File: src/rtl/jk_count_sequencer.sv
// jk_count_sequencer: sequences a WIDTH-bit register of JK cells so it counts
// up or down from its present value to a latched limit, with a start/busy/done
// handshake and abort. The J/K excitations are exported for inspection.
// Optional parallel load (inputs load/din) is enabled by defining PARALLEL_LOAD_EN.
module jk_count_sequencer #(
  parameter int WIDTH = 4
) (
  input  logic             clk,
  input  logic             clear,
  input  logic             start,
  input  logic             dir,
  input  logic [WIDTH-1:0] limit,
  input  logic             abort,
`ifdef PARALLEL_LOAD_EN
  input  logic             load,
  input  logic [WIDTH-1:0] din,
`endif
  output logic [WIDTH-1:0] q,
  output logic [WIDTH-1:0] j_out,
  output logic [WIDTH-1:0] k_out,
  output logic             busy,
  output logic             done
);

  localparam logic [1:0] IDLE = 2'd0;
  localparam logic [1:0] RUN  = 2'd1;
  localparam logic [1:0] DONE = 2'd2;

  logic [1:0]       state;
  logic [1:0]       stateNext;
  logic [WIDTH-1:0] limitReg;
  logic             dirReg;
  logic [WIDTH-1:0] toggleUp;
  logic [WIDTH-1:0] toggleDown;
  logic [WIDTH-1:0] qNext;

  // Toggle masks: a bit flips when every lower bit is 1 (up) or 0 (down).
  always_comb begin
    toggleUp      = '0;
    toggleDown    = '0;
    toggleUp[0]   = 1'b1;
    toggleDown[0] = 1'b1;
    for (int i = 1; i < WIDTH; i++) begin
      toggleUp[i]   = toggleUp[i-1] & q[i-1];
      toggleDown[i] = toggleDown[i-1] & ~q[i-1];
    end
  end

  // Excitations: only a non-aborted run (or an idle load) drives the cells.
  always_comb begin
    j_out = '0;
    k_out = '0;
    if (state == RUN && !abort) begin
      j_out = dirReg ? toggleUp : toggleDown;
      k_out = dirReg ? toggleUp : toggleDown;
    end
`ifdef PARALLEL_LOAD_EN
    else if (state == IDLE && load) begin
      j_out = din;
      k_out = ~din;
    end
`endif
  end

  // JK characteristic equation gives the register value after the next edge.
  always_comb begin
    qNext = (j_out & ~q) | (~k_out & q);
  end

  // Next-state logic; the run ends on the edge that makes q reach the limit.
  always_comb begin
    stateNext = state;
    case (state)
      IDLE: begin
`ifdef PARALLEL_LOAD_EN
        if (load) stateNext = IDLE;
        else
`endif
        if (start) stateNext = (limit == q) ? DONE : RUN;
      end
      RUN: begin
        if (abort)                 stateNext = IDLE;
        else if (qNext == limitReg) stateNext = DONE;
      end
      DONE:    stateNext = IDLE;
      default: stateNext = IDLE;
    endcase
  end

  // State, JK register and run parameters; start latches limit/dir only in IDLE.
  always_ff @(posedge clk or posedge clear) begin
    if (clear) begin
      state    <= IDLE;
      q        <= '0;
      limitReg <= '0;
      dirReg   <= 1'b1;
    end else begin
      state <= stateNext;
      q     <= qNext;
`ifdef PARALLEL_LOAD_EN
      if (state == IDLE && start && !load) begin
`else
      if (state == IDLE && start) begin
`endif
        limitReg <= limit;
        dirReg   <= dir;
      end
    end
  end

  assign busy = (state == RUN);
  assign done = (state == DONE);

endmodule

File: config.mk
export PLATFORM = sky130hd
export DESIGN_NAME = jk_count_sequencer
export DESIGN_NICKNAME = d
export VERILOG_FILES = /design/src/rtl/jk_count_sequencer.sv
export SDC_FILE = /design/constraint.sdc
export NUM_CORES = 1
export LEC_CHECK = 0
export BUFFER_PORTS_ARGS = -buffer_cell sky130_fd_sc_hd__buf_2
export CAP_MARGIN = 40
export CORE_UTILIZATION = 51
export DETAILED_ROUTE_END_ITERATION = 7
export HOLD_SLACK_MARGIN = 0.08
export PLACE_DENSITY = 0.87
export RECOVER_POWER = 50
export SLEW_MARGIN = 10
export SYNTH_ARGS = -nofsm -noshare
export SYNTH_HDL_FRONTEND = slang
export SYNTH_SLANG_ARGS = --single-unit
File: constraint.sdc
create_clock -name clk -period 4.4 [get_ports clk]
set_clock_uncertainty 0.15 [all_clocks]
set_input_delay 0.22 -clock clk [delete_from_list [all_inputs] [get_ports clk]]
set_output_delay 0.22 -clock clk [all_outputs]
set_load 0.1 [all_outputs]
==> impl_results.rst <==
.. list-table::
   :header-rows: 1

   * - Metric
     - Value
   * - Status
     - completed
   * - Fin Setup TNS
     - 0 ps
   * - Largest fanout of any net on the critical path
     - 10
   * - Fraction of synthesized cell area in xor and xnor cells
     - 0.195
   * - Setup crit start
     - q[0]
   * - Remaining antenna violation count after routing
     - 0
   * - Start point of the worst hold path
     - abort
   * - Max Transition Viols Final
     - 0
   * - Proportion of register bits with asynchronous set or reset after synthesis
     - 1.00
   * - Commonest non-fill, non-tap cell in the layout
     - sky130_fd_sc_hd__buf_2
   * - Reg-to-Reg Start
     - state[1]
   * - Number of hold-slack violations in the final timing report
     - 0
   * - Cell Area, Placed
     - 781 um2
   * - Wire length reported by the detailed router
     - 1250 um
   * - Initial core utilization
     - 0.590
   * - Number of synthesized flops with an enable pin
     - 0
   * - Maximum level of the CTS H-tree
     - 1
   * - Net count reported at finish
     - 99
   * - CP Launch Type
     - flop
   * - Drt first pass iters
     - 3
   * - Post-synthesis simple-gate area fraction
     - 0.161
   * - Fraction of the cycle the final worst path needs
     - 0.539
   * - Die ar.
     - 1520 um2
   * - Clock tree from TritonCTS
     - built
   * - Final worst path period need
     - 2370 ps
   * - Worst slew margin relative to its limit
     - 0.229
   * - Total of cells resized after clock tree synthesis
     - 0
   * - DRC
     - 0
   * - YS warnings
     - 0
   * - Worst EP arrival
     - 2000 ps
   * - Capturing instance or port of the critical path
     - k_out[3]
   * - Logic depth of the worst register-to-register path
     - 2
   * - Area of all placed cells without fillers
     - 852 um2
   * - Final setup violation count
     - 0
   * - RSZ-0062 raised after global routing
     - no
   * - Transition time at the pin with the least slew margin
     - 1160 ps
   * - Most frequent cells in the layout
     - 19 x sky130_fd_sc_hd__buf_2, 10 x sky130_fd_sc_hd__dfrtp_1, 8 x sky130_fd_sc_hd__xnor2_1
   * - Min-Delay Path Class
     - in -> reg
   * - Reg-to-reg endpoint
     - limitReg[0]
   * - Number of primary I/O pins
     - 23
   * - Clock root cell
     - sky130_fd_sc_hd__clkbuf_4
   * - WL/cell
     - 12.2 um
   * - Share of cells above drive strength 1
     - 0.337
   * - Post-synthesis to final-layout area growth
     - 21.8%
   * - Worst endpoint required time
     - 4030 ps
   * - Compound-cell area share of the yosys netlist
     - 0.0662
   * - Row Count
     - 12
   * - Detailed-route via count
     - 504
   * - Most used DFF post-synth
     - sky130_fd_sc_hd__dfrtp_1
   * - Detailed-route vias per instance
     - 4.89
   * - Internal reg-to-reg setup slack
     - 2470 ps
   * - Largest family of logic cells by synthesized area
     - XOR/XNOR gates
   * - Average size of a mapped cell
     - 11.1 um2
   * - Total of flip-flops plus latches after synthesis
     - 11
   * - Final standard cell utilization of the core
     - 0.718
   * - Longest Clk Path Bufs
     - 2
   * - Number of standard cells after synthesis
     - 63
   * - Global-route wire length before repair
     - 2010 um
   * - Netlist Area Pre-Place
     - 699 um2
   * - RD Place Congestion
     - 0.873
   * - Remaining global-route overflow
     - 0
   * - Sequential cell area fraction in the yosys report
     - 0.395
   * - Die W
     - 39.0 um
   * - Iteration-0 DRC count of the detailed router
     - 6
   * - Placeable core area
     - 1190 um2
   * - Inserted Clock Buffers
     - 3
   * - IO buf count
     - 22
   * - Initial antenna violation count
     - 0
   * - Worst Hold Depth
     - 3
   * - Maximum number of pins on one net before global-route repair
     - 12
   * - Highest attainable clock frequency
     - 0.422 GHz
   * - TritonCTS Sinks
     - 11
   * - Total of max-cap violations
     - 0
   * - Critical path type
     - reg -> out
   * - Post-CTS clock slew at the launch and capture registers of the worst setup and hold paths
     - 70 ps
   * - Worst-skew pair later-pin latency
     - 260 ps
   * - Number of inserted diodes
     - 0
   * - Library cells used by synthesis
     - 30
   * - Total track usage
     - 0.202
   * - Syn Nets
     - 72
   * - Post-Synth Adder-Cell Area
     - 0
   * - Vias in the first global route
     - 473
   * - Multiplexer share of the synthesized area
     - 0.0948
   * - Worst setup EP type
     - output port
   * - Die height
     - 39.0 um
==> timing repair <==
item                                   CTS  global route
hold buffers                             6             0
endpoints found under the hold margin   15             0
setup buffers                            0             0
==> worst max-delay path, cell delays in order (launching register included) <==
cell and delay, ps:
sky130_fd_sc_hd__dfrtp_1 500, sky130_fd_sc_hd__nor4_1 490, sky130_fd_sc_hd__nor2_1 100, sky130_fd_sc_hd__nor2_1 190, sky130_fd_sc_hd__buf_2 470
==> how the worst min path moves through the flow <==
stage | slack (ps) | endpoint
2_1_floorplan | -80 | limitReg[0]
3_3_place_gp | 80 | limitReg[1]
3_5_place_dp | 80 | limitReg[1]
4_1_cts | 180 | state[1]
5_1_grt | 260 | state[1]
6_report | 260 | state[1]
==> cells by family after synthesis <==
group | after synthesis
XOR/XNOR | 14
AND/OR/NAND/NOR | 17
multiplexers | 6
flip-flops | 11
buffers and inverters | 10
AO/OA/AOI/OAI | 5
==> stage by stage <==
step                      std cells  setup WS (ps)  hold WS (ps)
after floorplan                  63            698         -78.3
after global placement           93           2440          75.1
after detailed placement         93           2390          82.1
after CTS                       103           2030           180
after global routing            103           1920           264
final                           103           2030           264
==> synthesized netlist by cell type, drive strengths merged (2+ instances only) <==
| cell type | instances | area [um2] |
|---|---|---|
| nand2b | 3 | 21.3 |
| xnor2 | 8 | 70.1 |
| xor2 | 5 | 43.8 |
| o21ai | 2 | 13.8 |
| dfrtp | 10 | 250 |
| nor2 | 3 | 11.3 |
| nor2b | 2 | 20.0 |
| mux2 | 5 | 56.3 |
| buf | 6 | 46.3 |
| inv | 4 | 15.0 |
==> layer usage <==
metal	up-vias	routed length, um	track usage
li1	261	-	-
met1	226	600	0.246
met2	17	600	0.333
met3	0	52	0.0578
met4	0	0	0.0776
met5	-	0	0
==> sequential cells by signal (all words and copies together) (netlist names) <==
register	count
limitReg	4
q	4
dirReg	1
state	2
==> layout make-up <==
type | count | area (um2)
Multi-Input combinational cell | 42 | 350
Clock buffer | 4 | 26.3
Fill cell | 94 | 334
Tap cell | 14 | 17.5
Inverter | 4 | 15.0
Sequential cell | 11 | 277
Timing Repair Buffer | 28 | 166
Power is not shown: default switching activity piles up to over one toggle a cycle in this logic, so the estimate is an artifact.
